## src/rtl/visor_uart_pkg.sv

```systemverilog
// Shared definitions for the supervisor UART: receiver FSM states, default bit
// timing and the atx_ctrl status bit layout used by both RTL and ROM program.
package visor_uart_pkg;

  typedef enum logic [2:0] {
    ST_IDLE  = 3'd0,
    ST_START = 3'd1,
    ST_DATA  = 3'd2,
    ST_STOP  = 3'd3,
    ST_BREAK = 3'd4
  } rx_state_e;

  // 50 MHz system clock, 115200 baud
  localparam int unsigned DEFAULT_CLKS_PER_BIT = 434;

  localparam logic [7:0] ATX_CTRL_ARX_BUSY  = 8'h01;
  localparam logic [7:0] ATX_CTRL_RX_VALID  = 8'h02;
  localparam logic [7:0] ATX_CTRL_RX_OVERUN = 8'h04;
  localparam logic [7:0] ATX_CTRL_RX_FRMERR = 8'h08;

  function automatic logic [7:0] atx_ctrl_pack(input logic busy,
                                               input logic valid,
                                               input logic overrun,
                                               input logic frame_err);
    logic [7:0] v;
    v = 8'h00;
    if (busy)      v = v | ATX_CTRL_ARX_BUSY;
    if (valid)     v = v | ATX_CTRL_RX_VALID;
    if (overrun)   v = v | ATX_CTRL_RX_OVERUN;
    if (frame_err) v = v | ATX_CTRL_RX_FRMERR;
    return v;
  endfunction

endpackage

```

## src/rtl/visor_byte_fifo.sv

```systemverilog
// Byte-wide first-word-fall-through FIFO with a registered head output.
// A push into a full FIFO succeeds when a pop is accepted in the same cycle.
module visor_byte_fifo
  import visor_uart_pkg::*;
#(
  parameter int unsigned DEPTH = 8
) (
  input  logic       clk,
  input  logic       reset_n,
  input  logic       push_i,
  input  logic [7:0] push_data_i,
  input  logic       pop_i,
  output logic [7:0] head_o,
  output logic       full_o,
  output logic       empty_o
);

  localparam int unsigned AW = $clog2(DEPTH);
  localparam int unsigned CW = AW + 1;

  logic [7:0]    mem_q [DEPTH];
  logic [AW-1:0] rd_q, rd_d, wr_q, wr_d;
  logic [CW-1:0] cnt_q, cnt_d, cnt_after_pop;
  logic [7:0]    head_q, head_d;
  logic          do_pop, do_push;

  always_comb begin
    do_pop        = pop_i && (cnt_q != '0);
    do_push       = push_i && ((cnt_q != CW'(DEPTH)) || do_pop);
    rd_d          = do_pop ? rd_q + 1'b1 : rd_q;
    wr_d          = do_push ? wr_q + 1'b1 : wr_q;
    cnt_after_pop = do_pop ? cnt_q - 1'b1 : cnt_q;
    cnt_d         = do_push ? cnt_after_pop + 1'b1 : cnt_after_pop;

    // Head follows the oldest surviving entry; a push into an empty FIFO bypasses storage
    head_d = head_q;
    if (cnt_after_pop != '0) begin
      head_d = mem_q[rd_d];
    end else if (do_push) begin
      head_d = push_data_i;
    end
  end

  always_ff @(posedge clk or negedge reset_n) begin
    if (!reset_n) begin
      rd_q   <= '0;
      wr_q   <= '0;
      cnt_q  <= '0;
      head_q <= 8'h00;
    end else begin
      rd_q   <= rd_d;
      wr_q   <= wr_d;
      cnt_q  <= cnt_d;
      head_q <= head_d;
    end
  end

  always_ff @(posedge clk) begin
    if (do_push) begin
      mem_q[wr_q] <= push_data_i;
    end
  end

  assign head_o  = head_q;
  assign full_o  = (cnt_q == CW'(DEPTH));
  assign empty_o = (cnt_q == '0);

endmodule

```

## src/rtl/visor_uart_rx.sv

```systemverilog
// 8N1 UART receiver for the supervisor MCU: synchronizes rxd, frames characters
// at mid-bit and queues bytes in a FWFT FIFO with sticky overrun/framing flags.
module visor_uart_rx
  import visor_uart_pkg::*;
#(
  parameter int unsigned CLKS_PER_BIT = DEFAULT_CLKS_PER_BIT,
  parameter int unsigned FIFO_DEPTH   = 8
) (
  input  logic       clk,
  input  logic       reset_n,
  input  logic       rxd,
  input  logic       rx_pop,
  input  logic       err_clear,
  output logic [7:0] rx_data,
  output logic       rx_valid,
  output logic       rx_busy,
  output logic       rx_overrun,
  output logic       rx_frame_err
);

  localparam logic [15:0] HALF_RELOAD = 16'(CLKS_PER_BIT / 2 - 1);
  localparam logic [15:0] FULL_RELOAD = 16'(CLKS_PER_BIT - 1);

  logic        sync1_q, sync1_d, sync2_q, sync2_d;
  logic [1:0]  sync_vld_q, sync_vld_d;
  logic        line_prev_q, line_prev_d;
  logic        start_q, start_d;
  logic [15:0] timer_q, timer_d;
  logic        tick_q, tick_d;
  logic        sample_q, sample_d;
  rx_state_e   state_q, state_d;
  logic [2:0]  bit_cnt_q, bit_cnt_d;
  logic [7:0]  shift_q, shift_d;
  logic        overrun_q, overrun_d;
  logic        frame_err_q, frame_err_d;

  logic        fall, timing_state;
  logic        push_req, frame_set, ovr_set;
  logic        fifo_full, fifo_empty;

  // Line front end. line_prev only holds a genuine pin sample, so a line that
  // is already low when reset releases never looks like a falling edge.
  always_comb begin
    sync1_d      = rxd;
    sync2_d      = sync1_q;
    sync_vld_d   = {sync_vld_q[0], 1'b1};
    line_prev_d  = sync2_q & sync_vld_q[1];
    fall         = line_prev_q & ~sync2_q;
    start_d      = fall && (state_q == ST_IDLE);
    timing_state = (state_q == ST_START) || (state_q == ST_DATA) || (state_q == ST_STOP);
    tick_d       = (timer_q == '0) && timing_state;
    sample_d     = tick_d ? sync2_q : sample_q;

    if (start_d) begin
      timer_d = HALF_RELOAD;
    end else if (tick_d) begin
      timer_d = FULL_RELOAD;
    end else if (timer_q != '0) begin
      timer_d = timer_q - 16'd1;
    end else begin
      timer_d = timer_q;
    end
  end

  // Frame FSM acts one clock after each mid-bit sample, using the captured sample
  always_comb begin
    state_d   = state_q;
    bit_cnt_d = bit_cnt_q;
    shift_d   = shift_q;
    push_req  = 1'b0;
    frame_set = 1'b0;

    unique case (state_q)
      ST_IDLE: begin
        if (start_q) state_d = ST_START;
      end
      ST_START: begin
        if (tick_q) begin
          if (!sample_q) begin
            state_d   = ST_DATA;
            bit_cnt_d = 3'd0;
          end else begin
            state_d = ST_IDLE;
          end
        end
      end
      ST_DATA: begin
        if (tick_q) begin
          shift_d   = {sample_q, shift_q[7:1]};
          bit_cnt_d = bit_cnt_q + 3'd1;
          if (bit_cnt_q == 3'd7) state_d = ST_STOP;
        end
      end
      ST_STOP: begin
        if (tick_q) begin
          if (sample_q) begin
            push_req = 1'b1;
            state_d  = ST_IDLE;
          end else begin
            frame_set = 1'b1;
            state_d   = ST_BREAK;
          end
        end
      end
      ST_BREAK: begin
        if (sync2_q) state_d = ST_IDLE;
      end
      default: state_d = ST_IDLE;
    endcase

    // A push into a full FIFO only survives when the same-cycle pop frees a slot
    ovr_set     = push_req & fifo_full & ~rx_pop;
    overrun_d   = ovr_set | (overrun_q & ~err_clear);
    frame_err_d = frame_set | (frame_err_q & ~err_clear);
  end

  always_ff @(posedge clk or negedge reset_n) begin
    if (!reset_n) begin
      sync1_q     <= 1'b1;
      sync2_q     <= 1'b1;
      sync_vld_q  <= 2'b00;
      line_prev_q <= 1'b0;
      start_q     <= 1'b0;
      timer_q     <= '0;
      tick_q      <= 1'b0;
      sample_q    <= 1'b1;
      state_q     <= ST_IDLE;
      bit_cnt_q   <= 3'd0;
      shift_q     <= 8'h00;
      overrun_q   <= 1'b0;
      frame_err_q <= 1'b0;
    end else begin
      sync1_q     <= sync1_d;
      sync2_q     <= sync2_d;
      sync_vld_q  <= sync_vld_d;
      line_prev_q <= line_prev_d;
      start_q     <= start_d;
      timer_q     <= timer_d;
      tick_q      <= tick_d;
      sample_q    <= sample_d;
      state_q     <= state_d;
      bit_cnt_q   <= bit_cnt_d;
      shift_q     <= shift_d;
      overrun_q   <= overrun_d;
      frame_err_q <= frame_err_d;
    end
  end

  visor_byte_fifo #(
    .DEPTH(FIFO_DEPTH)
  ) u_fifo (
    .clk        (clk),
    .reset_n    (reset_n),
    .push_i     (push_req),
    .push_data_i(shift_q),
    .pop_i      (rx_pop),
    .head_o     (rx_data),
    .full_o     (fifo_full),
    .empty_o    (fifo_empty)
  );

  assign rx_valid     = ~fifo_empty;
  assign rx_busy      = (state_q != ST_IDLE);
  assign rx_overrun   = overrun_q;
  assign rx_frame_err = frame_err_q;

endmodule
```

## config.mk

```make
export PLATFORM = sky130hd
export DESIGN_NAME = visor_uart_rx
export DESIGN_NICKNAME = d
export VERILOG_FILES = /design/src/rtl/visor_uart_pkg.sv /design/src/rtl/visor_byte_fifo.sv /design/src/rtl/visor_uart_rx.sv
export SDC_FILE = /design/constraint.sdc
export NUM_CORES = 1
export LEC_CHECK = 0
export CAP_MARGIN = 10
export CORE_ASPECT_RATIO = 0.75
export CORE_MARGIN = 5
export CORE_UTILIZATION = 48
export DETAILED_ROUTE_END_ITERATION = 16
export DONT_BUFFER_PORTS = 1
export GPL_TIMING_DRIVEN = 0
export SYNTH_ARGS = -nofsm -noshare
export SYNTH_HDL_FRONTEND = slang
export SYNTH_SLANG_ARGS = --single-unit
```

## constraint.sdc

```tcl
create_clock -name clk -period 3.12 [get_ports clk]
set_input_delay 0.624 -clock clk [delete_from_list [all_inputs] [get_ports clk]]
set_output_delay 0.624 -clock clk [all_outputs]
set_load 0.005 [all_outputs]
```

==> summary.md <==
| Metric | Value |
|---|---|
| Outcome | finished clean |
| Worst-Margin Slew | 1.04 ns |
| Critical path class | flip-flop to flip-flop |
| Ys flop type | edfxtp_1 |
| Synth top area share | between 30% and 40% |
| CP Max Fanout | 10 |
| Initial core utilization | 48.6% |
| Final Cell Area | ~6500 um2 |
| Flops & latches, synth | 122 |
| Slew HR | 29.9% |
| Placed cell areas | approximately 5900 um2 |
| Final hold vios | 0 |
| Post-synthesis async set-or-reset flop share | 47.5% |
| Post-synth EDFFs | 64 |
| VDD IR max | about 440 uV |
| Slew Limit Fails | 0 |
| FF-to-FF path depth | 7 |
| DIE AREA | 14000 um2 |
| Pwr dens | roughly 870 nW/um2 |
| RSZ-0062 raised after global routing | yes |
| Cts bufs inserted | 17 |
| Average vias per placed instance | 5.49 |
| Largest area contributor in the synthesized netlist | edfxtp_1 |
| Final setup violation count | 0 |
| Top cells by count, synth | edfxtp_1 (64), dfrtp_1 (55), mux2i_1 (27) |
| Period utilization | 97.8% |
| Skew-Pair Late Insertion Delay | between 0.4 and 0.5 ns |
| Antenna violations before repair | 0 |
| Critical path endpoint category | flip-flop |
| Gpl congestion | between 0.7 and 0.8 |
| Dominant cells by area after synthesis | edfxtp_1 (34%), dfrtp_1 (25%), mux2i_1 (4.8%), mux2_2 (4.0%), o21bai_1 (2.1%) |
| CTS root buffer | clkbuf_16 |
| Clk_skew | between 0.004 and 0.005 ns |
| Post-layout minimum cycle time | 3.05 ns |
| First-pass GRT wire length | 18900 um |
| Worst r2r dst | u_fifo.mem_q[3][7] |
| Core area | around 12000 um2 |
| Clock buffer depth | 2 |
| Crit path required time | 3.24 ns |
| Synth Net Count | 428 |
| Die Y | 104 um |
| CTS tree | yes |
| Overflow after GRT | 0 |
| Leakage | 2.60 nW |
| Setup slack, reg-to-reg | 0.07 ns |
| All-layer global routing usage | 17.9% |
| Fraction of layout cells with a size suffix above 1 | 20.9% |
| Reg-to-Reg Start | u_fifo.cnt_q[0] |
| Count leader, synth | edfxtp_1 |
| Drt first pass iters | 5 |
| Clock-pin slew on the worst setup and hold paths | around 0.050 ns |
| Highest clock rate | ~0.33 GHz |
| Post-Syn Area per Cell | 13.5 um2 |
| Port bufs | 0 |
| Clock sinks | 122 |
| First DRT Iteration DRCs | between 200 and 300 |
| Arrival @ worst endpoint | between 3 and 4 ns |
| Overall routed net length | 11600 um |
| Max cap viols | 0 |
| H-tree lvl count | 4 |
| Layout net count | 456 |
| Die Width | roughly 130 um |
| DR vias | 3389 |
| Crit start category | flip-flop |
| Hpwl dp | 7920 um |
| Ant diodes | 0 |
| Pin count of the biggest net entering global routing | 56 |
| Yosys cell types | 64 |
| Ys Warns | 0 |
| Hold Path Class | primary input to asynchronous set/reset pin |
| Final ANT Viol Nets | 0 |
| IO Count | 17 |
| DRC Markers | 0 |
| FP Rows | 34 |
| Area Overhead vs Synth | 16.9% |
| Synth Instances | between 400 and 500 |
| Sequential area share after synthesis | 60.3% |
| Vias in the first global route | 3444 |
| Mapped Area | 5600 um2 |
| WL per Instance | 18.8 um |
| Setup tns final | 0 ns |
state kept, by name, indices dropped and copies added (netlist names):
register       cells
rx_frame_err       1
u_fifo.wr_q        3
bit_cnt_q          3
tick_q             1
sync2_q            1
sync_vld_q         2
shift_q            8
rx_overrun         1
u_fifo.head_o      8
u_fifo.rd_q        3
u_fifo.cnt_q       4
state_q            3
u_fifo.mem_q      64
start_q            1
line_prev_q        1
sample_q           1
timer_q           16
sync1_q            1
where the power goes:
group          total (mW)  internal [mW]  switching [mW]  leakage, nW
Combinational        1.67          0.700           0.975        0.968
Sequential           2.11           1.90           0.215         1.34
Clock                1.90           1.20           0.702        0.293
Total                5.69           3.80            1.89         2.60
layout by cell type (no fill, tap or decap), types with 8 or more instances in the layout:
| master | netlist | routed |
|---|---|---|
| edfxtp_1 | 64 | 64 |
| a21oi_1 | 10 | 9 |
| mux2i_1 | 27 | 27 |
| a31oi_1 | 8 | 8 |
| mux2_1 | 9 | 9 |
| o32ai_1 | 8 | 8 |
| nand2_1 | 15 | 15 |
| a22oi_1 | 8 | 8 |
| nor3_1 | 11 | 11 |
| clkbuf_16 | 0 | 20 |
| o21bai_1 | 16 | 16 |
| inv_1 | 15 | 15 |
| ha_1 | 9 | 9 |
| dfrtp_1 | 55 | 55 |
| xnor2_1 | 13 | 12 |
| a211oi_1 | 12 | 12 |
| nor2_1 | 21 | 20 |
| mux2_2 | 20 | 20 |
kinds of logic (layout without fill, tap and decap cells):
logic type      count (synthesis)  count (layout)  share of synthesized area, %
flops                         122             122                          60.3
simple gates                   96              96                          10.3
compound gates                 86              86                          12.1
mux                            56              56                          10.7
buf+inv                        29              70                          2.26
xor+xnor                       15              15                          2.35
fa+ha+maj                       9               9                          2.01
other cells                     1               1                        0.0670
stage by stage:
step	hold WS, ns	util (%)	cells	worst slack (ns)	total power, mW
final	0.0484	56.8	617	0.0676	5.69
after global routing	0.0268	56.8	617	-0.103	6.01
after CTS	0.0324	56.5	617	0.00277	5.71
after detailed placement	0.330	50.8	582	-0.540	3.69
after global placement	0.330	50.3	576	-0.888	3.66
after floorplan	0.328	-	414	0.303	3.30
worst max-delay path, stage by stage (launching register included):
cell	delay, ns
dfrtp_1	0.36
inv_1	0.10
ha_1	0.27
nand4bb_1	0.25
nand4_1	0.49
clkbuf_1	0.45
nor3_1	0.56
buf_4	0.26
what timing repair did:
item                                    CTS  global route
gates resized for setup                   3             5
hold endpoints to repair                 55             0
pin swaps                                 1             0
endpoints found under the setup margin    8            24
buffers inserted                          2             0
hold buffers                              1             0
metal layers:
metal | track usage [%] | share of wire, % | vias up
met2 | 24.9 | 44 | 63
met3 | 4.99 | 5.2 | 14
met1 | 26.7 | 50 | 1677
met4 | 6.10 | 1.1 | 0
met5 | 0 | 0 | -
li1 | - | - | 1635
layout make-up:
class                      instances  area (um2)
buffer                            12        62.6
clock buffer                      24         536
clock inverter                     8        52.6
fill                             939        4980
inverter                          16        60.1
multi-input combinational        263        2170
sequential                       122        3380
tap                              162         203
timing repair buffer              10        90.1
how the worst max path moves through the flow:
| stage | start | end | slack (ns) | cells past startpoint |
|---|---|---|---|---|
| after floorplan | u_fifo.cnt_q[0] | u_fifo.head_o[0] | 0.30 | 11 |
| after global placement | u_fifo.cnt_q[0] | u_fifo.mem_q[1][3] | -0.89 | 6 |
| after detailed placement | u_fifo.cnt_q[0] | u_fifo.head_o[5] | -0.54 | 11 |
| after CTS | u_fifo.cnt_q[0] | u_fifo.head_o[4] | 0.003 | 12 |
| after global routing | u_fifo.cnt_q[0] | u_fifo.mem_q[3][6] | -0.10 | 7 |
| final | u_fifo.cnt_q[0] | u_fifo.mem_q[3][7] | 0.07 | 7 |
Note: power is estimated with default switching activity, not from simulation.
